--- src/rtl/ibex_zkn_aes32_ctrl_pkg.sv ---
// rtl/ibex_zkn_aes32_ctrl_pkg.sv - shared types and GF(2^8) helpers for the AES32 sequencer
package ibex_zkn_aes32_ctrl_pkg;

  typedef enum logic [1:0] {
    ZKN_AES32ESI  = 2'd0,
    ZKN_AES32ESMI = 2'd1,
    ZKN_AES32DSI  = 2'd2,
    ZKN_AES32DSMI = 2'd3
  } zkn_op_e;

  typedef enum logic [1:0] {
    IDLE = 2'd0,
    SUB  = 2'd1,
    MIX  = 2'd2,
    DONE = 2'd3
  } zkn_state_e;

  function automatic logic [7:0] aes_xtime(input logic [7:0] x);
    return {x[6:0], 1'b0} ^ (x[7] ? 8'h1B : 8'h00);
  endfunction

  // Multiply by a small constant (2/3/9/b/d/e) as a sum of xtime powers.
  function automatic logic [7:0] aes_gfmul4(input logic [7:0] x, input logic [3:0] c);
    logic [7:0] acc;
    logic [7:0] p;
    acc = 8'h00;
    p   = x;
    for (int i = 0; i < 4; i++) begin
      if (c[i]) acc = acc ^ p;
      p = aes_xtime(p);
    end
    return acc;
  endfunction

  function automatic logic [7:0] aes_gfmul(input logic [7:0] a, input logic [7:0] b);
    logic [7:0] acc;
    logic [7:0] p;
    acc = 8'h00;
    p   = a;
    for (int i = 0; i < 8; i++) begin
      if (b[i]) acc = acc ^ p;
      p = aes_xtime(p);
    end
    return acc;
  endfunction

  // x^254 is the multiplicative inverse and conveniently maps 0 to 0.
  function automatic logic [7:0] aes_gfinv(input logic [7:0] x);
    logic [7:0] t;
    t = aes_gfmul(aes_gfmul(x, x), x);   // x^3
    t = aes_gfmul(aes_gfmul(t, t), x);   // x^7
    t = aes_gfmul(aes_gfmul(t, t), x);   // x^15
    t = aes_gfmul(aes_gfmul(t, t), x);   // x^31
    t = aes_gfmul(aes_gfmul(t, t), x);   // x^63
    t = aes_gfmul(aes_gfmul(t, t), x);   // x^127
    return aes_gfmul(t, t);              // x^254
  endfunction

  function automatic logic [7:0] rol8(input logic [7:0] x, input logic [2:0] n);
    logic [15:0] d;
    d = {x, x} << n;
    return d[15:8];
  endfunction

  function automatic logic [31:0] rol32_bytes(input logic [31:0] x, input logic [1:0] nb);
    logic [63:0] d;
    d = {x, x} << {nb, 3'b000};
    return d[63:32];
  endfunction

endpackage

--- src/rtl/ibex_aes_sbox.sv ---
// rtl/ibex_aes_sbox.sv - combinational AES forward/inverse S-box
module ibex_aes_sbox
  import ibex_zkn_aes32_ctrl_pkg::*;
#(
  parameter bit EnInv = 1'b1
) (
  input  logic       inv_i,
  input  logic [7:0] data_i,
  output logic [7:0] data_o
);

  logic [7:0] fwd_inv;
  logic [7:0] fwd;
  logic [7:0] inv;

  assign fwd_inv = aes_gfinv(data_i);
  assign fwd     = fwd_inv ^ rol8(fwd_inv, 3'd1) ^ rol8(fwd_inv, 3'd2) ^
                   rol8(fwd_inv, 3'd3) ^ rol8(fwd_inv, 3'd4) ^ 8'h63;

  if (EnInv) begin : g_inv
    assign inv = aes_gfinv(rol8(data_i, 3'd1) ^ rol8(data_i, 3'd3) ^
                           rol8(data_i, 3'd6) ^ 8'h05);
  end else begin : g_no_inv
    assign inv = 8'h00;
  end

  assign data_o = inv_i ? inv : fwd;

endmodule

--- src/rtl/ibex_zkn_aes32_ctrl.sv ---
// rtl/ibex_zkn_aes32_ctrl.sv - multi-cycle sequencer for the AES32 byte-round instructions
module ibex_zkn_aes32_ctrl
  import ibex_zkn_aes32_ctrl_pkg::*;
#(
  parameter bit EnDecrypt = 1'b1
) (
  input  logic        clk_i,
  input  logic        rst_i,
  input  logic        en_i,
  input  logic        kill_i,
  input  logic [1:0]  operator_i,
  input  logic [1:0]  bs_i,
  input  logic [31:0] operand_a_i,
  input  logic [31:0] operand_b_i,
  input  logic        ready_id_i,
  output logic        valid_o,
  output logic        busy_o,
  output logic [31:0] result_o
);

  zkn_state_e state_q, state_d;
  zkn_op_e    op_q;
  logic [1:0]  bs_q;
  logic [31:0] rs1_q;
  logic [7:0]  byte_q;
  logic [7:0]  sbox_q;
  logic [31:0] result_q;
  logic [7:0]  sbox_out;
  logic        is_dec;
  logic        start;
  logic [31:0] w;
  logic [31:0] result_d;

  assign start  = (state_q == IDLE) && en_i && !kill_i;
  assign is_dec = (op_q == ZKN_AES32DSI) || (op_q == ZKN_AES32DSMI);

  ibex_aes_sbox #(
    .EnInv (EnDecrypt)
  ) u_sbox (
    .inv_i  (is_dec),
    .data_i (byte_q),
    .data_o (sbox_out)
  );

  always_ff @(posedge clk_i) begin
    if (rst_i) begin
      state_q <= IDLE;
    end else begin
      state_q <= state_d;
    end
  end

  // kill_i overrides every other transition, including retirement and start.
  always_comb begin
    state_d = state_q;
    if (kill_i) begin
      state_d = IDLE;
    end else begin
      unique case (state_q)
        IDLE:    if (en_i) state_d = SUB;
        SUB:     state_d = MIX;
        MIX:     state_d = DONE;
        DONE:    if (ready_id_i) state_d = IDLE;
        default: state_d = IDLE;
      endcase
    end
  end

  always_comb begin
    w = 32'h0;
    unique case (op_q)
      ZKN_AES32ESI:  w = {24'h0, sbox_q};
      ZKN_AES32ESMI: w = {aes_gfmul4(sbox_q, 4'h3), sbox_q, sbox_q, aes_gfmul4(sbox_q, 4'h2)};
      ZKN_AES32DSI:  w = {24'h0, sbox_q};
      ZKN_AES32DSMI: w = {aes_gfmul4(sbox_q, 4'hB), aes_gfmul4(sbox_q, 4'hD),
                          aes_gfmul4(sbox_q, 4'h9), aes_gfmul4(sbox_q, 4'hE)};
      default:       w = 32'h0;
    endcase
    // Without the inverse datapath, decrypt ops collapse to a pass-through of rs1.
    if (!EnDecrypt && is_dec) w = 32'h0;
    result_d = rs1_q ^ rol32_bytes(w, bs_q);
  end

  always_ff @(posedge clk_i) begin
    if (rst_i) begin
      op_q     <= ZKN_AES32ESI;
      bs_q     <= 2'b00;
      rs1_q    <= 32'h0;
      byte_q   <= 8'h00;
      sbox_q   <= 8'h00;
      result_q <= 32'h0;
    end else begin
      if (start) begin
        op_q   <= zkn_op_e'(operator_i);
        bs_q   <= bs_i;
        rs1_q  <= operand_a_i;
        byte_q <= operand_b_i[{bs_i, 3'b000} +: 8];
      end
      if (state_q == SUB && !kill_i) sbox_q <= sbox_out;
      if (state_q == MIX && !kill_i) result_q <= result_d;
    end
  end

  assign valid_o  = (state_q == DONE);
  assign busy_o   = (state_q != IDLE);
  assign result_o = result_q;

endmodule

--- config.mk ---
export PLATFORM = sky130hd
export DESIGN_NAME = ibex_zkn_aes32_ctrl
export DESIGN_NICKNAME = d
export VERILOG_FILES = /design/src/rtl/ibex_zkn_aes32_ctrl_pkg.sv /design/src/rtl/ibex_aes_sbox.sv /design/src/rtl/ibex_zkn_aes32_ctrl.sv
export SDC_FILE = /design/constraint.sdc
export NUM_CORES = 2
export LEC_CHECK = 0
export CORE_MARGIN = 3
export CORE_UTILIZATION = 47
export CTS_BUF_LIST = sky130_fd_sc_hd__clkbuf_8
export CTS_CLUSTER_SIZE = 30
export DETAILED_ROUTE_END_ITERATION = 6
export MAX_ROUTING_LAYER = met4
export SETUP_SLACK_MARGIN = 0.15
export SLEW_MARGIN = 20
export SYNTH_ARGS = -nofsm -noshare
export SYNTH_HDL_FRONTEND = slang
export SYNTH_HIERARCHICAL = 1
export SYNTH_SLANG_ARGS = --single-unit
--- constraint.sdc ---
create_clock -name clk_i -period 33 [get_ports clk_i]
set_input_delay 4.95 -clock clk_i [delete_from_list [all_inputs] [get_ports clk_i]]
set_output_delay 4.95 -clock clk_i [all_outputs]
set_load 0.02 [all_outputs]
==> results.ini <==
[finish]
antenna_cells=0
finalInstanceArea_um2=36800
syn2layout_area_growth_pct=4.26
mostFrequentLayoutCells=xnor2_1 (693), nand2_1 (568), nor2_1 (467)
layout-drive-gt1-share_pct=7.78
mostFrequentLayoutCell=xnor2_1
fin_nets=4406
n_fill_cell=7142

[route]
firstDrtPassIters=7
via_per_inst=6.02
num_vias=31700
drtIter0Drc=2986
drc=0
drt_wl_total_um=109000
ant_nets=0
wire_per_inst_um=20.6

[cts]
cts_resized=0
holdBufCountCts=0
cts_tree=built
root_buffer=clkbuf_8
cts.clk_slew.worst_paths_ps=100
clock_latency_ps=390
cts.sinks=86
cts_made_buffers=9
htreeDepth=3
clk_path_buf_depth=2
post-cts-setup-buffers=0

[floorplan]
io-pin-count=107
fp.coreArea_um2=73700
initial_utilization_pct=47.9
die_h_um=280
die-area_um2=78500
rows=99
die_x_um=280

[critical_path]
slowest_stage=xor2_1
cpPeakStageDelay_ps=880
arrival_ps=28070
crit_type=register to register
critPathRequiredTime_ps=33250
path_common_cell=xnor2_1
critPathCaptureType=register
start_kind=register
cp_max_fo=49

[global_routing]
globalRouteOverflowTotal=0
grt_pass1_vias=29400
track_usage_pct=27.5
antenna_found_initial=0
grt_max_degree=63
grt_pass1_wl_um=172000

[timing]
rsz0062_at_grt=false
period_minus_slack_ps=27820
maxSlewViolCount=0
worst-slew-pin-transition_ps=1110
hold_viol_final=0
max-slew-margin-rel_pct=25.8
setup_viol=0
fin_crit_sh_pct=84.3
fmax_ghz=0.0359
fin_setup_tns_ps=0
fin_skew_ps=20.8

[synth]
synth.yosys.seq_area_share_pct=4.87
synth_nets=4550
synth_seq_cells=86
syn-cell-area_um2=35300
synth_edf_count=0
synth_top_flop_cell=dfxtp_1
post_synth.cell_area_avg_um2=7.93
syn_inst=4455
synthArstFlopShare_pct=0
synth_warnings=6
synth_cell_types=119

[placement]
postPlaceCellArea_um2=36600
place_congestion=0.904
place_hpwl_um=76300
io_buffers=106

[status]
status=complete, no violations

[flow_run]
cap_viol_max_count=0

[min_path]
min_path_type=register to register

==> critical path, delay by kind of cell, from the launching register on <==
| family | cells | cell delay [ps] |
|---|---|---|
| multiplexers | 2 | 410 |
| XOR/XNOR | 41 | 15960 |
| adder cells (fa/ha/maj) | 6 | 2530 |
| AND/OR/NAND/NOR | 10 | 1660 |
| AO/OA/AOI/OAI | 13 | 3660 |
| flip-flops | 1 | 650 |
| buffers and inverters | 9 | 2680 |
==> per-stage QoR <==
stage	hold slack, ps	std cells	setup WS [ps]	utilization (%)
floorplan	437	4455	9410	-
global placement	436	5259	5610	49.7
detailed placement	441	5259	5510	49.7
CTS	465	5275	5380	50.0
global route	480	5275	3220	50.0
finish	463	5275	5180	50.0
==> cell type report <==
type | count | area, µm² | area share (%)
tap | 959 | 1200 | 3.26
multi-input combinational | 3955 | 31700 | 86.0
clock buffer | 9 | 124 | 0.336
timing repair buffer | 197 | 1740 | 4.72
clock inverter | 7 | 101 | 0.275
sequential | 86 | 1740 | 4.73
inverter | 62 | 239 | 0.649
==> flip-flops by register name, indices dropped and copies added (netlist names) <==
name      cells
result_o     32
rs1_q        32
byte_q        8
sbox_q        8
bs_q          2
op_q          2
state_q       2
==> synthesized netlist by cell type, types with 35 or more instances <==
master      n  area, µm²
nor2b_1    39        244
a21oi_1   214       1070
xor2_1    260       2280
xnor2_1   700       6130
nand2b_1   38        238
buf_2      85        425
mux2i_1   166       1660
buf_4      52        390
o21ai_0   165        826
clkbuf_1  164        616
nor3_1     97        485
nor2_1    469       1760
o22ai_1    48        300
o211ai_1   38        285
xnor2_2    45        732
xnor3_1   219       4930
dfxtp_1    86       1720
inv_1      40        150
nand2_1   568       2130
and2_1     37        231
a22oi_1    35        263
nand3_1    99        495
xor3_1     35        832
==> path summary, 6_finish.rpt <==
check	slack (ps)	endpoint	cells after the start	startpoint
setup / recovery	5180	sbox_q[3]$_SDFFE_PP0P_	81	byte_q[7]$_SDFFE_PP0P_
hold / removal	460	result_o[5]$_SDFFE_PP0P_	2	result_o[5]$_SDFFE_PP0P_
setup reg to reg	5180	sbox_q[3]$_SDFFE_PP0P_	81	byte_q[7]$_SDFFE_PP0P_
hold reg to reg	460	result_o[5]$_SDFFE_PP0P_	2	result_o[5]$_SDFFE_PP0P_
==> cells by family (layout without fill, tap and decap cells) <==
logic type	after synthesis	after routing	share of synthesized area (%)
buf+inv	414	275	5.82
compound gates	888	888	17.3
simple gates	1529	1529	19.4
flops	86	86	4.87
mux	194	194	5.88
fa+ha+maj	23	23	0.807
xor+xnor	1321	1321	46.0
==> routing by layer <==
| layer | vias to the layer above | global-route usage (%) | routed length (µm) |
|---|---|---|---|
| met5 | - | - | 0 |
| met4 | 0 | 4.89 | 1620 |
| met3 | 118 | 1.54 | 7010 |
| met2 | 1205 | 42.8 | 48900 |
| met1 | 15200 | 40.0 | 51000 |
| li1 | 15200 | - | - |
Power is not shown: default switching activity piles up to over one toggle a cycle in this logic, so the estimate is an artifact.
